==> src/rtl/fuzzy_pkg.sv <==
// Shared types and constants for the fuzzy-controller back end.
// Rule index i maps to w/g entries row-major: 0 = w00 ... 4 = w11 ... 8 = w22.
package fuzzy_pkg;

    localparam int Q15_MAX       = 32767;
    localparam int PCT_MAX       = 100;
    localparam int N_RULES       = 9;
    localparam int CFG_ADDR_MODE = 9;
    localparam int DIV_STEPS     = 16;

    typedef logic [15:0] q15_t;
    typedef logic [7:0]  pct_t;
    typedef q15_t [N_RULES-1:0] wvec_t;
    typedef pct_t [N_RULES-1:0] gvec_t;

    typedef enum logic [1:0] {
        IDLE,
        CAPT,
        DIV,
        DONE
    } seq_state_t;

    function automatic pct_t sat_pct(input logic [7:0] v);
        return (v > 8'(PCT_MAX)) ? 8'(PCT_MAX) : v;
    endfunction

endpackage

==> src/rtl/divu_q15.sv <==
// Bit-serial restoring divider: 31-bit dividend / 16-bit divisor, one quotient bit per cycle.
// The quotient output is valid in the cycle that done is high; the caller samples it on that edge.
module divu_q15
    import fuzzy_pkg::*;
(
    input  logic        clk,
    input  logic        rst_n,
    input  logic        start,
    input  logic [30:0] dividend,
    input  logic [15:0] divisor,
    output logic        busy,
    output logic        done,
    output logic [15:0] quotient
);

    logic [15:0] rem_q, rem_d;
    logic [15:0] lq_q, lq_d;
    logic [15:0] dvs_q, dvs_d;
    logic [4:0]  cnt_q, cnt_d;
    logic        busy_q, busy_d;
    logic [16:0] trial;
    logic        qbit;

    always_comb begin
        // NOTE: every signal written here gets a default first; a path that leaves one unassigned infers a latch.
        rem_d  = rem_q;
        lq_d   = lq_q;
        dvs_d  = dvs_q;
        cnt_d  = cnt_q;
        busy_d = busy_q;
        done   = 1'b0;
        // lq holds unconsumed dividend bits on top and shifts quotient bits in at the bottom.
        trial  = {rem_q, lq_q[15]};
        qbit   = (trial >= {1'b0, dvs_q});
        if (start) begin
            rem_d  = {1'b0, dividend[30:16]};
            lq_d   = dividend[15:0];
            dvs_d  = divisor;
            cnt_d  = '0;
            busy_d = 1'b1;
        end else if (busy_q) begin
            rem_d = qbit ? 16'(trial - {1'b0, dvs_q}) : trial[15:0];
            lq_d  = {lq_q[14:0], qbit};
            cnt_d = cnt_q + 5'd1;
            if (cnt_q == 5'(DIV_STEPS - 1)) begin
                busy_d = 1'b0;
                done   = 1'b1;
            end
        end
    end

    // NOTE: sequential state uses non-blocking assignments so every flop samples pre-edge values.
    always_ff @(posedge clk or negedge rst_n) begin
        if (!rst_n) begin
            rem_q  <= '0;
            lq_q   <= '0;
            dvs_q  <= '0;
            cnt_q  <= '0;
            busy_q <= 1'b0;
        end else begin
            rem_q  <= rem_d;
            lq_q   <= lq_d;
            dvs_q  <= dvs_d;
            cnt_q  <= cnt_d;
            busy_q <= busy_d;
        end
    end

    assign busy     = busy_q;
    assign quotient = lq_d;

endmodule

==> src/rtl/fuzzy_defuzz_seq.sv <==
// Defuzzifier sequencer: accepts a weight vector, drives the external sum stage,
// divides S_wg/S_w into a Q1.15 centroid and returns it over a valid/ready handshake.
module fuzzy_defuzz_seq
    import fuzzy_pkg::*;
(
    input  logic       clk,
    input  logic       rst_n,
    input  logic       cfg_we,
    input  logic [3:0] cfg_addr,
    input  logic [7:0] cfg_wdata,
    output logic       cfg_busy,
    input  logic       in_valid,
    output logic       in_ready,
    input  wvec_t      in_w,
    output logic       agg_mode,
    output wvec_t      agg_w,
    output gvec_t      agg_g,
    input  q15_t       agg_sw,
    input  q15_t       agg_swg,
    output logic       out_valid,
    input  logic       out_ready,
    output q15_t       out_y,
    output logic       out_div0
);

    seq_state_t state_q, state_d;
    wvec_t      agg_w_q, agg_w_d;
    gvec_t      g_q, g_d;
    logic       mode_q, mode_d;
    q15_t       out_y_q, out_y_d;
    logic       div0_q, div0_d;
    logic       out_valid_q, out_valid_d;
    logic       in_ready_q, in_ready_d;
    logic       cfg_busy_q, cfg_busy_d;
    logic       sat_q, sat_d;
    logic       div_start, div_busy, div_done;
    q15_t       div_quot;

    divu_q15 u_div (
        .clk      (clk),
        .rst_n    (rst_n),
        .start    (div_start),
        .dividend ({agg_swg, 15'd0}),
        .divisor  (agg_sw),
        .busy     (div_busy),
        .done     (div_done),
        .quotient (div_quot)
    );

    always_comb begin
        state_d     = state_q;
        agg_w_d     = agg_w_q;
        g_d         = g_q;
        mode_d      = mode_q;
        out_y_d     = out_y_q;
        div0_d      = div0_q;
        out_valid_d = out_valid_q;
        sat_d       = sat_q;
        div_start   = 1'b0;
        case (state_q)
            IDLE: begin
                if (cfg_we) begin
                    for (int i = 0; i < N_RULES; i++) begin
                        if (cfg_addr == 4'(i)) g_d[i] = sat_pct(cfg_wdata);
                    end
                    if (cfg_addr == 4'(CFG_ADDR_MODE)) mode_d = cfg_wdata[0];
                end
                if (in_valid) begin
                    agg_w_d = in_w;
                    state_d = CAPT;
                end
            end
            CAPT: begin
                if (agg_sw == '0) begin
                    out_y_d     = '0;
                    div0_d      = 1'b1;
                    out_valid_d = 1'b1;
                    state_d     = DONE;
                end else begin
                    div_start = 1'b1;
                    // S_wg >= S_w means q >= 32768, which may also exceed the 16-bit quotient.
                    sat_d     = (agg_swg >= agg_sw);
                    state_d   = DIV;
                end
            end
            DIV: begin
                if (div_done) begin
                    out_y_d     = (sat_q || div_quot[15]) ? q15_t'(Q15_MAX) : div_quot;
                    div0_d      = 1'b0;
                    out_valid_d = 1'b1;
                    state_d     = DONE;
                end else if (!div_busy) begin
                    state_d = IDLE;
                end
            end
            DONE: begin
                if (out_ready) begin
                    out_valid_d = 1'b0;
                    state_d     = IDLE;
                end
            end
            default: state_d = IDLE;
        endcase
        in_ready_d = (state_d == IDLE);
        cfg_busy_d = (state_d != IDLE);
    end

    always_ff @(posedge clk or negedge rst_n) begin
        if (!rst_n) begin
            // NOTE: the consequent table is a small flop array, not a RAM, so reset can and does clear it.
            state_q     <= IDLE;
            agg_w_q     <= '0;
            g_q         <= '0;
            mode_q      <= 1'b0;
            out_y_q     <= '0;
            div0_q      <= 1'b0;
            out_valid_q <= 1'b0;
            in_ready_q  <= 1'b1;
            cfg_busy_q  <= 1'b0;
            sat_q       <= 1'b0;
        end else begin
            state_q     <= state_d;
            agg_w_q     <= agg_w_d;
            g_q         <= g_d;
            mode_q      <= mode_d;
            out_y_q     <= out_y_d;
            div0_q      <= div0_d;
            out_valid_q <= out_valid_d;
            in_ready_q  <= in_ready_d;
            cfg_busy_q  <= cfg_busy_d;
            sat_q       <= sat_d;
        end
    end

    assign agg_w     = agg_w_q;
    assign agg_g     = g_q;
    assign agg_mode  = mode_q;
    assign out_y     = out_y_q;
    assign out_div0  = div0_q;
    assign out_valid = out_valid_q;
    assign in_ready  = in_ready_q;
    assign cfg_busy  = cfg_busy_q;

endmodule

==> config.mk <==
export PLATFORM = sky130hd
export DESIGN_NAME = fuzzy_defuzz_seq
export DESIGN_NICKNAME = d
export VERILOG_FILES = /design/src/rtl/fuzzy_pkg.sv /design/src/rtl/divu_q15.sv /design/src/rtl/fuzzy_defuzz_seq.sv
export SDC_FILE = /design/constraint.sdc
export NUM_CORES = 1
export LEC_CHECK = 0
export BUFFER_PORTS_ARGS = -buffer_cell sky130_fd_sc_hd__buf_2
export CAP_MARGIN = 20
export CELL_PAD_IN_SITES_DETAIL_PLACEMENT = 1
export CELL_PAD_IN_SITES_GLOBAL_PLACEMENT = 1
export CORE_ASPECT_RATIO = 1.4
export CORE_MARGIN = 2
export CORE_UTILIZATION = 42
export CTS_CLUSTER_DIAMETER = 60
export DETAILED_ROUTE_END_ITERATION = 8
export PLACE_DENSITY_LB_ADDON = 0.15
export SYNTH_ARGS = -nofsm -noshare
export SYNTH_HDL_FRONTEND = slang
export SYNTH_SLANG_ARGS = --single-unit
export TNS_END_PERCENT = 50
==> constraint.sdc <==
create_clock -name clk -period 5.75 [get_ports clk]
set_input_delay 1.15 -clock clk [delete_from_list [all_inputs] [get_ports clk]]
set_output_delay 1.15 -clock clk [all_outputs]
set_load 0.01 [all_outputs]
==> flow_summary.json <==
{
  "status": "finished, final reports clean",
  "maxCapViolations": 0,
  "die-area_um2": 31400,
  "start_kind": "register",
  "fin_area_um2": 16200,
  "cts_tree": "done",
  "post_route_cells_drive_above_1_share_pct": 43.2,
  "synth_area_leaders": "dfrtp_1 (58%), mux2_2 (13%), nand2_1 (4.1%)",
  "synth_edf_count": 0,
  "setup_viol": 0,
  "critPathLaunch": "u_div.rem_q[1]",
  "final_common_cell": "buf_2",
  "hp-start": "agg_g[40]",
  "path_clk_slew_ns": 0.06,
  "synth_area_um2": 12600,
  "io-pin-count": 430,
  "multiInputGateArea_um2": 4880,
  "timing.final.hold_violations": 0,
  "ys_warn_count": 0,
  "drc": 0,
  "fin_skew_ns": 0.0119,
  "grt_pass1_vias": 10900,
  "endpoint_kind": "register",
  "hold_buffers": 0,
  "finalCritPeriodShare_pct": 58.9,
  "hp-class": "reg2reg",
  "rows": 75,
  "crit_chain": "ha_1 > a21oi_1 > o21ai_1 > a2111oi_4 > nor3_2 > or4_1 > or3_1 > a32o_1",
  "synth_area_per_cell_um2": 11.8,
  "critPathRequiredTime_ns": 6.19,
  "area_growth_pct": 28.7,
  "vias_per_cell": 5.23,
  "drt_first_pass_iters": 4,
  "total_power_mw": 9.79,
  "reg2reg_from": "u_div.rem_q[1]",
  "finalNonFillerCells": 1895,
  "antenna_found_initial": 15,
  "root_buffer": "clkbuf_16",
  "synth_nets": 1292,
  "slowest_stage": "or4_1",
  "drt_iter0_markers": 335,
  "synth_ff_type": "dfrtp_1",
  "postPlaceCellArea_um2": 15100,
  "final_antenna_net_count": 0,
  "ir_drop_mv": 0.357,
  "start_util_pct": 42.4,
  "via_count": 9903,
  "grt_usage_pct": 25.2,
  "synth.distinct_cells": 60,
  "ys_ff_latch": 294,
  "numCtsBuffers": 31,
  "crit_type": "reg2reg",
  "cts_buffer_depth": 3,
  "cpLargestDelayFamily": "simple AND/OR/NAND/NOR gates",
  "fmax_mhz": 295,
  "portBuffers": 429,
  "worst_slew_pin_slew_ns": 0.882,
  "min_period_ns": 3.39,
  "syn-instance-count": 1064,
  "cts_htree_levels": 1,
  "cp_num_buf_inv": 0,
  "grt_pass1_wl_um": 61300,
  "postCtsSetupRepairBufs": 0,
  "fillers": 3303,
  "ys_seq_area_share_pct": 58.4,
  "rsz0062_at_grt": "no",
  "p_per_area_nw_per_um2": 603,
  "final_cell_mix": "buf_2 (428), dfrtp_1 (293), mux2_2 (147), nand2_1 (137), o21ai_0 (98)",
  "critical_path.max_stage_delay_ns": 0.83,
  "die-height_um": 209,
  "grt_start_max_net_pins": 138,
  "grt_overflow": 0,
  "slew_headroom_pct": 41.2,
  "post-synth-top-area-fraction_pct": 58.2,
  "die_width_um": 150,
  "arrival_ns": 3.82,
  "yosys.area.top_type": "dfrtp_1",
  "drt_wl_total_um": 39700,
  "fin_setup_tns_ns": 0,
  "coreArea_um2": 29700,
  "critical_path.max_fanout": 16,
  "cts_resized": 0,
  "drv_slew": 0,
  "clkLatencyLatePin_ns": 0.56,
  "cts.sinks": 294,
  "leakage_nw": 8.13,
  "ff_latch_area_um2": 7360,
  "dpl.cell_count": 1832,
  "post_drt_wl_per_cell_um": 20.9,
  "gp_congestion": 0.818,
  "dpl.hpwl_um": 29500,
  "nets": 1708,
  "synth-async-reset-ratio_pct": 100
}
-- where the power goes --
part / switching [mW] / internal, mW
combinational: 2.28 / 1.87
sequential: 0.537 / 2.99
clock: 0.852 / 1.26
-- final cells by class --
cell class | count | share of cell area, %
multi-input cells | 671 | 30.1
diodes | 6 | 0.0925
flip-flops and latches | 294 | 45.4
repair buffers | 438 | 13.9
inverters | 44 | 1.02
clock inverters | 17 | 1.23
clock buffers | 40 | 5.42
well taps | 385 | 2.97
-- Yosys cell counts (all sizes together) (2+ instances only) --
| master | count |
|---|---|
| nor4 | 5 |
| and4 | 3 |
| o31ai | 3 |
| o221ai | 3 |
| o21ai | 100 |
| nor3b | 2 |
| a32o | 3 |
| o211ai | 2 |
| a2bb2oi | 2 |
| xnor2 | 6 |
| a31oi | 6 |
| mux2i | 24 |
| o41a | 16 |
| nand4 | 4 |
| buf | 8 |
| dfrtp | 293 |
| a21boi | 2 |
| a21o | 7 |
| nand2 | 137 |
| nand3b | 2 |
| a21oi | 29 |
| or3 | 6 |
| mux2 | 147 |
| a211oi | 8 |
| clkbuf | 47 |
| and2 | 10 |
| xor2 | 7 |
| o21a | 3 |
| ha | 34 |
| nand3 | 11 |
| nand2b | 4 |
| inv | 44 |
| and3 | 8 |
| nor2b | 8 |
| nor3 | 8 |
| nor2 | 45 |
-- metrics by stage --
stage | util, % | hold slack [ns] | setup WS [ns]
after global placement | 50.9 | 0.456 | 2.27
after detailed placement | 50.9 | 0.465 | 2.36
after floorplan | - | 0.452 | 2.93
after CTS | 54.5 | 0.478 | 2.36
after global routing | 54.5 | 0.503 | 2.06
final | 54.5 | 0.473 | 2.36
-- final timing paths --
path	depth (start not counted)	endpoint	slack, ns
worst max-delay path	8	u_div.rem_q[10]	2.36
worst min-delay path	2	agg_g[40]	0.47
worst max register to register	8	u_div.rem_q[10]	2.36
worst min register to register	2	agg_g[40]	0.47
max in group asynchronous	2	sat_q	3.93
min in group asynchronous	1	agg_w[65]	0.54
-- per-layer routing --
metal	vias to the layer above	GRT usage (%)	wire, µm
met5	-	0	126
met3	89	8.43	3230
li1	4546	-	-
met2	287	45.4	20900
met4	20	8.10	1280
met1	4961	27.7	14100
-- state kept, by name (all words and copies together) (netlist names), 2 cells and up --
signal	count
u_div.lq_q	16
u_div.rem_q	16
out_y	16
u_div.dvs_q	16
u_div.cnt_q	5
state_q	2
agg_w	144
agg_g	72
-- tightest hold or removal path, cell delays in order, from the launching register on --
cell	delay, ns
dfrtp_1	0.33
nand2_1	0.05
o21ai_0	0.06
-- cells by family after synthesis --
| kind of cell | after synthesis | synth area share (%) |
|---|---|---|
| DFF | 294 | 58.4 |
| AOI/OAI and AO/OA | 194 | 9.78 |
| buffers and inverters | 99 | 3.03 |
| muxes | 171 | 15.0 |
| xor gates and xnor gates | 13 | 0.903 |
| adders and majority gates | 35 | 3.53 |
| and+or+nand+nor | 258 | 9.36 |
No activity file was read; power rests on OpenSTA's default activity.
